File: config.mk
export PLATFORM = sky130hd
export DESIGN_NAME = beat_anim_scheduler
export DESIGN_NICKNAME = d
export VERILOG_FILES = /design/src/rtl/beat_anim_scheduler.sv
export SDC_FILE = /design/constraint.sdc
export NUM_CORES = 1
export LEC_CHECK = 0
export CAP_MARGIN = 30
export CORE_ASPECT_RATIO = 1.1
export CORE_MARGIN = 4
export CORE_UTILIZATION = 35
export DETAILED_ROUTE_END_ITERATION = 8
export PLACE_DENSITY = 0.64
export SYNTH_ARGS = -nofsm -noshare
export SYNTH_HDL_FRONTEND = slang
export SYNTH_SLANG_ARGS = --single-unit
File: constraint.sdc
create_clock -name clk -period 4.3 [get_ports clk]
set_clock_uncertainty 0.05 [all_clocks]
set_input_delay 1.075 -clock clk [delete_from_list [all_inputs] [get_ports clk]]
set_output_delay 1.075 -clock clk [all_outputs]
set_load 0.005 [all_outputs]
File: src/rtl/beat_anim_scheduler.sv
// Beat-driven attack/hold/release envelope for the zoom and blur filter settings.
// Latency: outputs, state and cfg_update are updated one clock after a frame_start step.
// No backpressure: the filter chain samples zoom_value/blur_radius on cfg_update.
module beat_anim_scheduler #(
  parameter int ATTACK_FRAMES  = 4,
  parameter int HOLD_FRAMES    = 2,
  parameter int RELEASE_FRAMES = 8,
  parameter int ZOOM_MIN       = 1,
  parameter int ZOOM_MAX       = 3,
  parameter int BLUR_MIN       = 1,
  parameter int BLUR_MAX       = 4,
  parameter int VAL_W          = 4
) (
  input  logic             clk,
  input  logic             reset,
  input  logic             beat_trigger,
  input  logic             frame_start,
  output logic [VAL_W-1:0] zoom_value,
  output logic [VAL_W-1:0] blur_radius,
  output logic             cfg_update,
  output logic             anim_active,
  output logic             beat_dropped
);

  // Interpolation intermediates: span (VAL_W bits) times frame index (8 bits), plus headroom.
  localparam int IW = VAL_W + 9;

  localparam logic [7:0]       ATK_N = 8'(ATTACK_FRAMES);
  localparam logic [7:0]       HLD_N = 8'(HOLD_FRAMES);
  localparam logic [7:0]       REL_N = 8'(RELEASE_FRAMES);
  localparam logic [VAL_W-1:0] ZMIN  = VAL_W'(ZOOM_MIN);
  localparam logic [VAL_W-1:0] ZMAX  = VAL_W'(ZOOM_MAX);
  localparam logic [VAL_W-1:0] BMIN  = VAL_W'(BLUR_MIN);
  localparam logic [VAL_W-1:0] BMAX  = VAL_W'(BLUR_MAX);

  typedef enum logic [1:0] {
    S_IDLE    = 2'd0,
    S_ATTACK  = 2'd1,
    S_HOLD    = 2'd2,
    S_RELEASE = 2'd3
  } state_t;

  state_t           state, state_n;
  logic [7:0]       cnt, cnt_n;
  logic             pending;
  logic             p;
  logic             drop_step;
  logic [VAL_W-1:0] zoom_n, blur_n;

  // MIN + floor(D*k / ATTACK_FRAMES)
  function automatic logic [VAL_W-1:0] ramp_up(input logic [VAL_W-1:0] mn,
                                               input logic [VAL_W-1:0] mx,
                                               input logic [7:0]       k);
    logic [IW-1:0] d;
    logic [IW-1:0] q;
    d = IW'(mx) - IW'(mn);
    q = (d * IW'(k)) / IW'(ATTACK_FRAMES);
    return mn + VAL_W'(q);
  endfunction

  // MAX - floor(D*k / RELEASE_FRAMES)
  function automatic logic [VAL_W-1:0] ramp_down(input logic [VAL_W-1:0] mn,
                                                 input logic [VAL_W-1:0] mx,
                                                 input logic [7:0]       k);
    logic [IW-1:0] d;
    logic [IW-1:0] q;
    d = IW'(mx) - IW'(mn);
    q = (d * IW'(k)) / IW'(RELEASE_FRAMES);
    return mx - VAL_W'(q);
  endfunction

  // A beat arriving together with the step is consumed by that step.
  assign p           = pending | beat_trigger;
  assign anim_active = (state != S_IDLE);

  // Next-state and next-output decode; nothing moves unless a step occurs.
  always_comb begin
    state_n   = state;
    cnt_n     = cnt;
    zoom_n    = zoom_value;
    blur_n    = blur_radius;
    drop_step = 1'b0;
    if (frame_start) begin
      case (state)
        S_IDLE: begin
          if (p) begin
            state_n = S_ATTACK;
            cnt_n   = 8'd1;
            zoom_n  = ramp_up(ZMIN, ZMAX, 8'd1);
            blur_n  = ramp_up(BMIN, BMAX, 8'd1);
          end else begin
            cnt_n  = 8'd0;
            zoom_n = ZMIN;
            blur_n = BMIN;
          end
        end
        S_ATTACK: begin
          // The attack ramp is never interrupted; a beat here is thrown away.
          drop_step = p;
          if (cnt < ATK_N) begin
            cnt_n  = cnt + 8'd1;
            zoom_n = ramp_up(ZMIN, ZMAX, cnt + 8'd1);
            blur_n = ramp_up(BMIN, BMAX, cnt + 8'd1);
          end else begin
            state_n = S_HOLD;
            cnt_n   = 8'd1;
            zoom_n  = ZMAX;
            blur_n  = BMAX;
          end
        end
        S_HOLD: begin
          zoom_n = ZMAX;
          blur_n = BMAX;
          if (p) begin
            cnt_n = 8'd1;
          end else if (cnt < HLD_N) begin
            cnt_n = cnt + 8'd1;
          end else begin
            state_n = S_RELEASE;
            cnt_n   = 8'd1;
            zoom_n  = ramp_down(ZMIN, ZMAX, 8'd1);
            blur_n  = ramp_down(BMIN, BMAX, 8'd1);
          end
        end
        S_RELEASE: begin
          if (p) begin
            // Retrigger jumps straight back to full strength.
            state_n = S_HOLD;
            cnt_n   = 8'd1;
            zoom_n  = ZMAX;
            blur_n  = BMAX;
          end else if (cnt < REL_N) begin
            cnt_n  = cnt + 8'd1;
            zoom_n = ramp_down(ZMIN, ZMAX, cnt + 8'd1);
            blur_n = ramp_down(BMIN, BMAX, cnt + 8'd1);
          end else begin
            state_n = S_IDLE;
            cnt_n   = 8'd0;
            zoom_n  = ZMIN;
            blur_n  = BMIN;
          end
        end
        default: begin
          state_n = S_IDLE;
          cnt_n   = 8'd0;
          zoom_n  = ZMIN;
          blur_n  = BMIN;
        end
      endcase
    end
  end

  // State, output registers, beat capture and drop reporting.
  always_ff @(posedge clk) begin
    if (reset) begin
      state        <= S_IDLE;
      cnt          <= 8'd0;
      pending      <= 1'b0;
      zoom_value   <= ZMIN;
      blur_radius  <= BMIN;
      cfg_update   <= 1'b0;
      beat_dropped <= 1'b0;
    end else begin
      state        <= state_n;
      cnt          <= cnt_n;
      zoom_value   <= zoom_n;
      blur_radius  <= blur_n;
      cfg_update   <= frame_start;
      pending      <= frame_start ? 1'b0 : p;
      // Second beat in one frame overflows the single-entry pending flag.
      beat_dropped <= drop_step | (beat_trigger & pending & ~frame_start);
    end
  end

endmodule

After elaboration in Yosys (flattened, before gate mapping)
Index checks and enable logic that the tools add are counted.
- bits in registers: 21
- input port bits: 4
- output and inout bits: 11
- word-level logic and storage cells: 57
- $add $sub $neg: 5
- multiply operators: 1
- $lt $le $gt $ge: 3
- eq/ne operators: 8
- multiplexer cells: 24
- bitwise gates (word level): 5
- reduce and logical (&&, ||, !) cells: 4
- operators with widths (cell ; count):
    8-bit 2-to-1 mux ; 5
    4-bit one-hot mux with 4 select lines ; 2
    8-bit one-hot mux with 4 select lines ; 1
    4-bit 2-to-1 mux ; 6
    2-bit 2-to-1 mux ; 6
    1-bit by 4-bit adder with 4-bit output (first input constant) ; 2
    8-bit by 1-bit adder with 8-bit output (second input constant) ; 1
    8-bit by 2-bit less-than comparator with 1-bit output (second input constant) ; 1
    8-bit by 3-bit less-than comparator with 1-bit output (second input constant) ; 1
    8-bit by 4-bit less-than comparator with 1-bit output (second input constant) ; 1
    2-bit by 8-bit multiplier with 7-bit output (first input constant) ; 1
    2-bit inequality test (second input constant) ; 4
    2-bit one-hot mux with 4 select lines ; 1
    6-bit AND reduction ; 1
    2-bit equality test (second input constant) ; 2
    2-bit by 4-bit subtractor with 4-bit output (first input constant) ; 1
    3-bit by 4-bit subtractor with 4-bit output (first input constant) ; 1
    1-bit 2-to-1 mux ; 3
    3-bit inequality test (second input constant) ; 1
    1-bit AND ; 2
    2-bit by 1-bit equality test with 1-bit output (second input constant) ; 1
    2-bit zero test ; 1
    1-bit bitwise OR ; 2
    2-bit nonzero test ; 1
    other kinds (2) ; 2

Logic depth before layout (Yosys ltp)
Gate-level depths: netlist of the first run.
- word-level depth: 6
- mapped depth: 14
- gate-level depth less buffers: 13

Worst setup path after synthesis of the first run
No wires, ideal clock.
- path type: register to register
- from: reg cnt[1]
- to: reg blur_radius[2]
- setup time: 0.091 ns
- arrival time: 3.034 ns
- data required time: 4.159 ns
- path slack: 1.126 ns
- cell stages (with the launch flop): 15
- period minus slack after synthesis: 3.174 ns
- path through: dfxtp_1 -> buf_2 -> and3_2 -> xnor2_4 -> inv_1 -> ha_1 -> a31oi_4 -> nor3_2 -> nor4b_4 -> and3_4 -> inv_1 -> ha_1 -> xnor3_1 -> o211a_1 -> a311oi_1
- longest elaborated chain between the ends: 6
- elaborated cells on any way between the ends: 10
- those cells by class: add/sub (3); mul (1); order compare (2); mux (4)
- ends and longest elaborated chain (what ; RTL line ; source):
    start: declaration ; 44 ; logic [7:0] cnt, cnt_n;
    start signal: assignment ; 165 ; cnt <= cnt_n;
    8-bit by 1-bit adder with 8-bit output ; 103, 135 ;
    2-bit by 8-bit multiplier with 7-bit output ; 68 ; q = (d * IW'(k)) / IW'(RELEASE_FRAMES);
    3-bit by 4-bit subtractor with 4-bit output ; 69 ; return mx - VAL_W'(q);
    4-bit 2-to-1 mux ; 132 ; end else if (cnt < REL_N) begin
    4-bit 2-to-1 mux ; 126 ; if (p) begin
    4-bit one-hot mux with 4 select lines * ; 84 ; case (state)
    end signal: assignment ; 167 ; blur_radius <= blur_n;
    end: declaration ; 19 ; output logic [VAL_W-1:0] blur_radius,
Mark *: on every way between the ends. The rest lies on a longest branch, timed or not.
A chain may end at the register's enable or synchronous reset.

Final worst setup path of the first run
Same ends and word-level chain as after synthesis.

==> flow_metrics.py, run 1 <==
metrics = {
    "global_routing": {
        "antenna_found_initial": 0,
        "grt_util_all_layers": 0.146,
        "grt_pass1_wl_um": 7020,
        "grt_max_degree": 18,
        "gr-total-overflow": 0,
        "number_of_global_route_vias_before_repair": 1454,
    },
    "place": {
        "routabilityCongestion": 0.863,
        "postPlaceCellArea_mm2": 0.00190,
        "dpl.hpwl_um": 3030,
        "numPortBuffers": 14,
    },
    "logic_synthesis": {
        "postSynthNetCount": 217,
        "yosys-top-cells-area": "sky130_fd_sc_hd__dfxtp_1, sky130_fd_sc_hd__ha_1, sky130_fd_sc_hd__xnor2_1",
        "netlist_area_mm2": 0.00173,
        "synth-edff-count": 0,
        "yosys.cell_count.top_type": "sky130_fd_sc_hd__dfxtp_1",
        "async_reset_ff_frac": 0,
        "synthFlopType": "sky130_fd_sc_hd__dfxtp_1",
        "synth.avg_cell_area_um2": 8.42,
        "synth.distinct_cells": 57,
        "synth.yosys.seq_area_share": 0.244,
        "flip_flop_and_latch_count_after_synthesis": 21,
        "synth_commonest_cells": "sky130_fd_sc_hd__dfxtp_1, sky130_fd_sc_hd__nand2_1, sky130_fd_sc_hd__o21ai_0",
        "syn_inst": 205,
        "yosysWarnings": 0,
        "post-synth-top-area-fraction": 0.244,
        "synth_area_leader_cell": "sky130_fd_sc_hd__dfxtp_1",
    },
    "routing": {
        "route.detailed.wl_per_inst_um": 15.3,
        "drtPass1Iterations": 4,
        "drt.antenna.violating_nets": 0,
        "finalWirelength_um": 4100,
        "route.detailed.vias_per_inst": 5.63,
        "route.vias.total": 1514,
        "dr.first_iter.drc_count": 52,
        "drt_drc_violations_left": 0,
    },
    "min_path": {
        "worst_hold_path_type": "flip-flop to flip-flop",
        "whs_endpoint": "zoom_value[1]",
        "worst_hold_path.num_cells": 2,
        "min-delay-start": "zoom_value[1]",
    },
    "layout": {
        "antennaDiodeCount": 0,
        "finalNetCount": 226,
        "final_layout_size_suffix_gt1_frac": 0.103,
        "layout_area_overhead_pct": 12.5,
        "postLayoutCoreUtil": 0.412,
        "num-fill-cells": 474,
        "design_area_mm2": 0.00194,
    },
    "sta": {
        "timing_worst_slew_pin_value_ps": 688,
        "final.period_utilization": 0.837,
        "report.final.slew_viol_count": 0,
        "fmaxAchievable_mhz": 278,
        "worst_slew_margin_relative_to_its_limit": 0.537,
        "layout_min_cycle_time_ps": 3600,
        "tns_ps": 0,
        "rsz0062_at_grt": "false",
        "hold_ws_ps": 426,
        "final-hold-violation-count": 0,
        "timing.final.setup_violations": 0,
    },
    "power": {
        "p_leak_nw": 0.800,
        "vdd_ir_drop_max_mv": 0.210,
        "p_per_area_mw_per_mm2": 213,
    },
    "cts": {
        "ctsHoldBuffers": 0,
        "tritoncts.num_buffers": 3,
        "cts_clock_pin_slew_for_the_worst_setup_and_hold_paths_ps": 80,
        "postCtsResizedCells": 0,
        "clk-insertion-delay-late_ps": 260,
        "cts-root-buf": "sky130_fd_sc_hd__clkbuf_8",
        "htreeDepth": 1,
        "clk_path_buf_depth": 2,
        "post_cts.repair.setup_buffers": 0,
        "clock_sink_count": 21,
        "tritoncts": "built",
    },
    "worst_setup_path": {
        "crit_path_max_fanout": 11,
        "critPathArrivalTime_ps": 3720,
        "r2r_end": "blur_radius[2]",
        "rr_startpoint": "cnt[1]",
        "critPathLaunchType": "flip-flop",
        "path_class": "flip-flop to flip-flop",
        "ff2ff_path_depth": 13,
        "cp-end-kind": "flip-flop",
        "worst_ep_required_time_ps": 4420,
        "worst-r2r-setup-slack_ps": 700,
    },
    "die": {
        "core_area_mm2": 0.00472,
        "row_count": 26,
        "die_x_um": 74.9,
        "io_pins": 15,
        "floorplan.die.height_um": 81.6,
        "effective_utilization_at_floorplan": 0.366,
        "dieArea_mm2": 0.00612,
    },
    "status": {
        "status": "complete, no violations",
    },
    "job": {
        "max-cap-violations": 0,
    },
}
-- routing by layer --
metal  share of wire  wire (µm)  track usage
met5               0          0            0
met4           0.016         65       0.0516
met3           0.022         90       0.0159
met2            0.48       1990        0.248
met1            0.48       1960        0.190
-- cell type report --
class,instances,area (µm²),area share
Multi-Input combinational cell,161,1200,0.617
Clock inverter,1,5.00,0.00258
Timing Repair Buffer,18,170,0.0876
Tap cell,56,70.1,0.0361
Clock buffer,3,41.3,0.0213
Sequential cell,21,420,0.216
Inverter,9,36.3,0.0187
-- worst max-delay path, cell delays in order, from the launching register on --
cell	delay, ps
sky130_fd_sc_hd__dfxtp_1	520
sky130_fd_sc_hd__and3_2	350
sky130_fd_sc_hd__xnor2_4	170
sky130_fd_sc_hd__inv_1	110
sky130_fd_sc_hd__ha_1	340
sky130_fd_sc_hd__a31oi_4	270
sky130_fd_sc_hd__nor3_2	100
sky130_fd_sc_hd__nor4b_4	310
sky130_fd_sc_hd__and3_4	240
sky130_fd_sc_hd__inv_1	50
sky130_fd_sc_hd__ha_1	190
sky130_fd_sc_hd__xnor3_1	350
sky130_fd_sc_hd__o211a_1	220
sky130_fd_sc_hd__a311oi_1	220
-- state kept, by name (all words and copies together) (netlist names) --
name          cells
beat_dropped      1
blur_radius       4
cfg_update        1
cnt               8
pending           1
state             2
zoom_value        4
-- metrics by stage --
stage | total power [mW] | instances | setup slack (ps)
detailed placement | 0.282 | 265 | 785
CTS | 0.416 | 269 | 743
global placement | 0.283 | 265 | 844
finish | 0.413 | 269 | 700
floorplan | 0.260 | 205 | 1130
global route | 0.435 | 269 | 565
-- worst max-delay path by stage --
stage / start / end / slack (ps) / cells after the start
floorplan: cnt[1] / blur_radius[2] / 1130 / 14
global placement: cnt[1] / blur_radius[2] / 840 / 13
detailed placement: cnt[1] / blur_radius[2] / 780 / 13
CTS: cnt[1] / blur_radius[2] / 740 / 13
global route: cnt[1] / blur_radius[2] / 570 / 13
finish: cnt[1] / blur_radius[2] / 700 / 13
-- power by group --
group          leakage (nW)  switching, mW  internal, mW  total (mW)
sequential            0.170         0.0128         0.200       0.213
combinational         0.604         0.0330        0.0329      0.0658
clock                0.0255         0.0691        0.0647       0.134
-- cells in the final DEF, fill, tap and decap left out, types with 3 or more instances in the layout --
master	n
sky130_fd_sc_hd__nand2b_1	5
sky130_fd_sc_hd__buf_4	4
sky130_fd_sc_hd__a21oi_1	8
sky130_fd_sc_hd__nand3b_1	4
sky130_fd_sc_hd__dfxtp_1	21
sky130_fd_sc_hd__and2_1	6
sky130_fd_sc_hd__nand2_1	17
sky130_fd_sc_hd__xor2_1	3
sky130_fd_sc_hd__nand3_1	8
sky130_fd_sc_hd__clkdlybuf4s50_1	14
sky130_fd_sc_hd__ha_1	8
sky130_fd_sc_hd__clkbuf_8	3
sky130_fd_sc_hd__a31oi_1	3
sky130_fd_sc_hd__xnor2_1	9
sky130_fd_sc_hd__and3_1	3
sky130_fd_sc_hd__o21ai_0	14
sky130_fd_sc_hd__nor3_1	4
sky130_fd_sc_hd__or2_2	3
sky130_fd_sc_hd__mux2i_1	3
sky130_fd_sc_hd__inv_1	8
sky130_fd_sc_hd__nor2b_1	6
sky130_fd_sc_hd__nor2_1	10
sky130_fd_sc_hd__o221ai_1	3
-- cells by family (layout without fill, tap and decap cells) --
| family | count (synthesis) | in the layout | synth area share |
|---|---|---|---|
| buffers and inverters | 23 | 31 | 0.0616 |
| DFF | 21 | 21 | 0.244 |
| muxes | 3 | 3 | 0.0174 |
| adders and majority gates | 8 | 8 | 0.0580 |
| xor gates and xnor gates | 16 | 16 | 0.119 |
| AOI/OAI and AO/OA | 56 | 56 | 0.239 |
| and+or+nand+nor | 78 | 78 | 0.261 |
Power figures use the tool's default switching activity.
==> run 2: changes to the inputs <==
PLACE_DENSITY = 0.66   (was 0.64)
clock period = 3.05 ns   (was 4.3 ns; I/O delays follow)
==> run 2 against run 1 <==
Compared with the run above: first-iteration DRC count rose to 2.9 times the previous value; setup slack worse by 570 ps; die area unchanged; non-clock buffer count rose by 23; core utilization is 5.3 points higher; sequential share of layout area shrank 2.1 points; register-to-register slack worse by 570 ps; critical path type unchanged; highest routed layer unchanged.
==> flow_metrics.py, run 2 (synthesized netlist as in run 1, its figures left out) <==
metrics = {
    "status": {
        "status": "complete, no violations",
    },
    "die": {
        "die_x_um": 74.9,
        "floorplan.die.height_um": 81.6,
        "dieArea_mm2": 0.00612,
        "row_count": 26,
        "effective_utilization_at_floorplan": 0.366,
        "core_area_mm2": 0.00472,
        "io_pins": 15,
    },
    "layout": {
        "max_ffs_per_register": 8,
        "layout_area_overhead_pct": 27.1,
        "design_area_mm2": 0.00219,
        "final_common_cell": "sky130_fd_sc_hd__buf_4",
        "reg.largest.list": "cnt (8), blur_radius (4), zoom_value (4)",
        "final_layout_size_suffix_gt1_frac": 0.242,
        "num-fill-cells": 448,
        "finalNonFillerCells": 292,
        "finalNetCount": 249,
        "final_cell_mix": "sky130_fd_sc_hd__buf_4, sky130_fd_sc_hd__dfxtp_1, sky130_fd_sc_hd__nand2_1, sky130_fd_sc_hd__o21ai_0, sky130_fd_sc_hd__clkdlybuf4s50_1",
        "antennaDiodeCount": 0,
        "register_with_the_most_flip_flops": "cnt",
    },
    "place": {
        "dpl.hpwl_um": 3310,
        "pre_cts_slack_ps": -13.0,
        "routabilityCongestion": 0.817,
        "placed_cells": 282,
        "numPortBuffers": 14,
        "postPlaceCellArea_mm2": 0.00205,
    },
    "sta": {
        "fmaxAchievable_mhz": 342,
        "timing.final.setup_violations": 0,
        "timing_worst_slew_pin_value_ps": 615,
        "final-hold-violation-count": 0,
        "hold_ws_ps": 425,
        "final.period_utilization": 0.958,
        "postLayoutSetupSlackWorst_ps": 127,
        "report.final.slew_viol_count": 0,
        "worst_slew_margin_relative_to_its_limit": 0.587,
        "layout_min_cycle_time_ps": 2920,
        "rsz0062_at_grt": "true",
    },
    "cts": {
        "clk_path_buf_depth": 2,
        "clock_sink_count": 21,
        "cts_clock_pin_slew_for_the_worst_setup_and_hold_paths_ps": 80,
        "clk-insertion-delay-late_ps": 260,
        "tritoncts": "built",
        "tritoncts.num_buffers": 3,
        "htreeDepth": 1,
        "cts-root-buf": "sky130_fd_sc_hd__clkbuf_8",
    },
    "min_path": {
        "whs_endpoint": "zoom_value[1]",
        "worst_hold_path_type": "flip-flop to flip-flop",
        "min-delay-start": "zoom_value[1]",
        "worst_hold_path.num_cells": 2,
    },
    "routing": {
        "dr.first_iter.drc_count": 153,
        "route.vias.total": 1684,
        "route.detailed.wl_per_inst_um": 15.3,
        "route.detailed.vias_per_inst": 5.77,
        "drt.antenna.violating_nets": 0,
        "drtPass1Iterations": 4,
        "finalWirelength_um": 4470,
        "drt_drc_violations_left": 0,
    },
    "worst_setup_path": {
        "r2r_end": "blur_radius[3]",
        "worst-r2r-setup-slack_ps": 130,
        "path_class": "flip-flop to flip-flop",
        "ff2ff_path_depth": 14,
        "worst_ep_required_time_ps": 3160,
        "cp-end-kind": "flip-flop",
        "critPathArrivalTime_ps": 3030,
        "rr_startpoint": "cnt[0]",
        "crit_path_max_fanout": 6,
        "critPathLaunchType": "flip-flop",
    },
    "global_routing": {
        "grt_util_all_layers": 0.160,
        "antenna_found_initial": 0,
        "number_of_global_route_vias_before_repair": 1614,
        "gr-total-overflow": 0,
        "grt_max_degree": 18,
        "grt_pass1_wl_um": 7660,
    },
    "power": {
        "totalPowerFinal_uw": 587,
        "vdd_ir_drop_max_mv": 0.266,
        "p_leak_nw": 0.896,
        "p_per_area_mw_per_mm2": 268,
    },
    "job": {
        "max-cap-violations": 0,
    },
}
[run 2: layer usage]
layer / vias to the layer above / GRT usage / part of all wire
li1: 814 / - / -
met1: 822 / 0.211 / 0.45
met2: 39 / 0.267 / 0.50
met3: 9 / 0.0208 / 0.027
met4: 0 / 0.0498 / 0.019
met5: - / 0 / 0
[run 2: cell type report]
type,count,area (µm²),area share
tap,56,70.1,0.0319
timing repair buffer,41,359,0.164
sequential,21,429,0.196
clock buffer,4,45.0,0.0205
inverter,9,36.3,0.0165
multi-input combinational,161,1250,0.572
[run 2: stage by stage]
step / utilization / setup TNS, ps
after floorplan: - / 0
after global placement: 0.435 / 0
after detailed placement: 0.435 / -13.0
after CTS: 0.445 / 0
after global routing: 0.465 / -33.2
final: 0.465 / 0
[run 2: worst max path at each step]
stage / from / to / cells after the start / slack (ps)
5_1_grt: cnt[0] / blur_radius[3] / 14 / -20
3_5_place_dp: cnt[0] / blur_radius[2] / 13 / -10
6_report: cnt[0] / blur_radius[3] / 14 / 130
4_1_cts: cnt[2] / blur_radius[2] / 13 / 10
2_1_floorplan: cnt[1] / blur_radius[2] / 14 / 7
3_3_place_gp: cnt[0] / blur_radius[2] / 13 / 70
[run 2: worst max-delay path: stages, from the launching register on]
cell and delay (ps):
sky130_fd_sc_hd__dfxtp_4 380, sky130_fd_sc_hd__and3_4 220, sky130_fd_sc_hd__xnor2_4 120, sky130_fd_sc_hd__inv_2 70
sky130_fd_sc_hd__ha_4 230, sky130_fd_sc_hd__a31oi_4 300, sky130_fd_sc_hd__nand2_2 80, sky130_fd_sc_hd__o32a_1 350
sky130_fd_sc_hd__and3_4 190, sky130_fd_sc_hd__buf_4 140, sky130_fd_sc_hd__ha_2 150, sky130_fd_sc_hd__nand2_1 60
sky130_fd_sc_hd__xnor3_1 230, sky130_fd_sc_hd__a22oi_2 150, sky130_fd_sc_hd__nand3b_1 80
[run 2: report_power, final]
group	switching [mW]	internal, mW
logic	0.0519	0.0538
registers	0.0162	0.282
clock network	0.0902	0.0931
total	0.158	0.429
[run 2: timing repair]
action,4_1_cts,5_1_grt
resized for setup,1,15
hold buffers,0,0
pin swaps,0,12
setup buffers,0,6
endpoints found under the setup margin,1,3
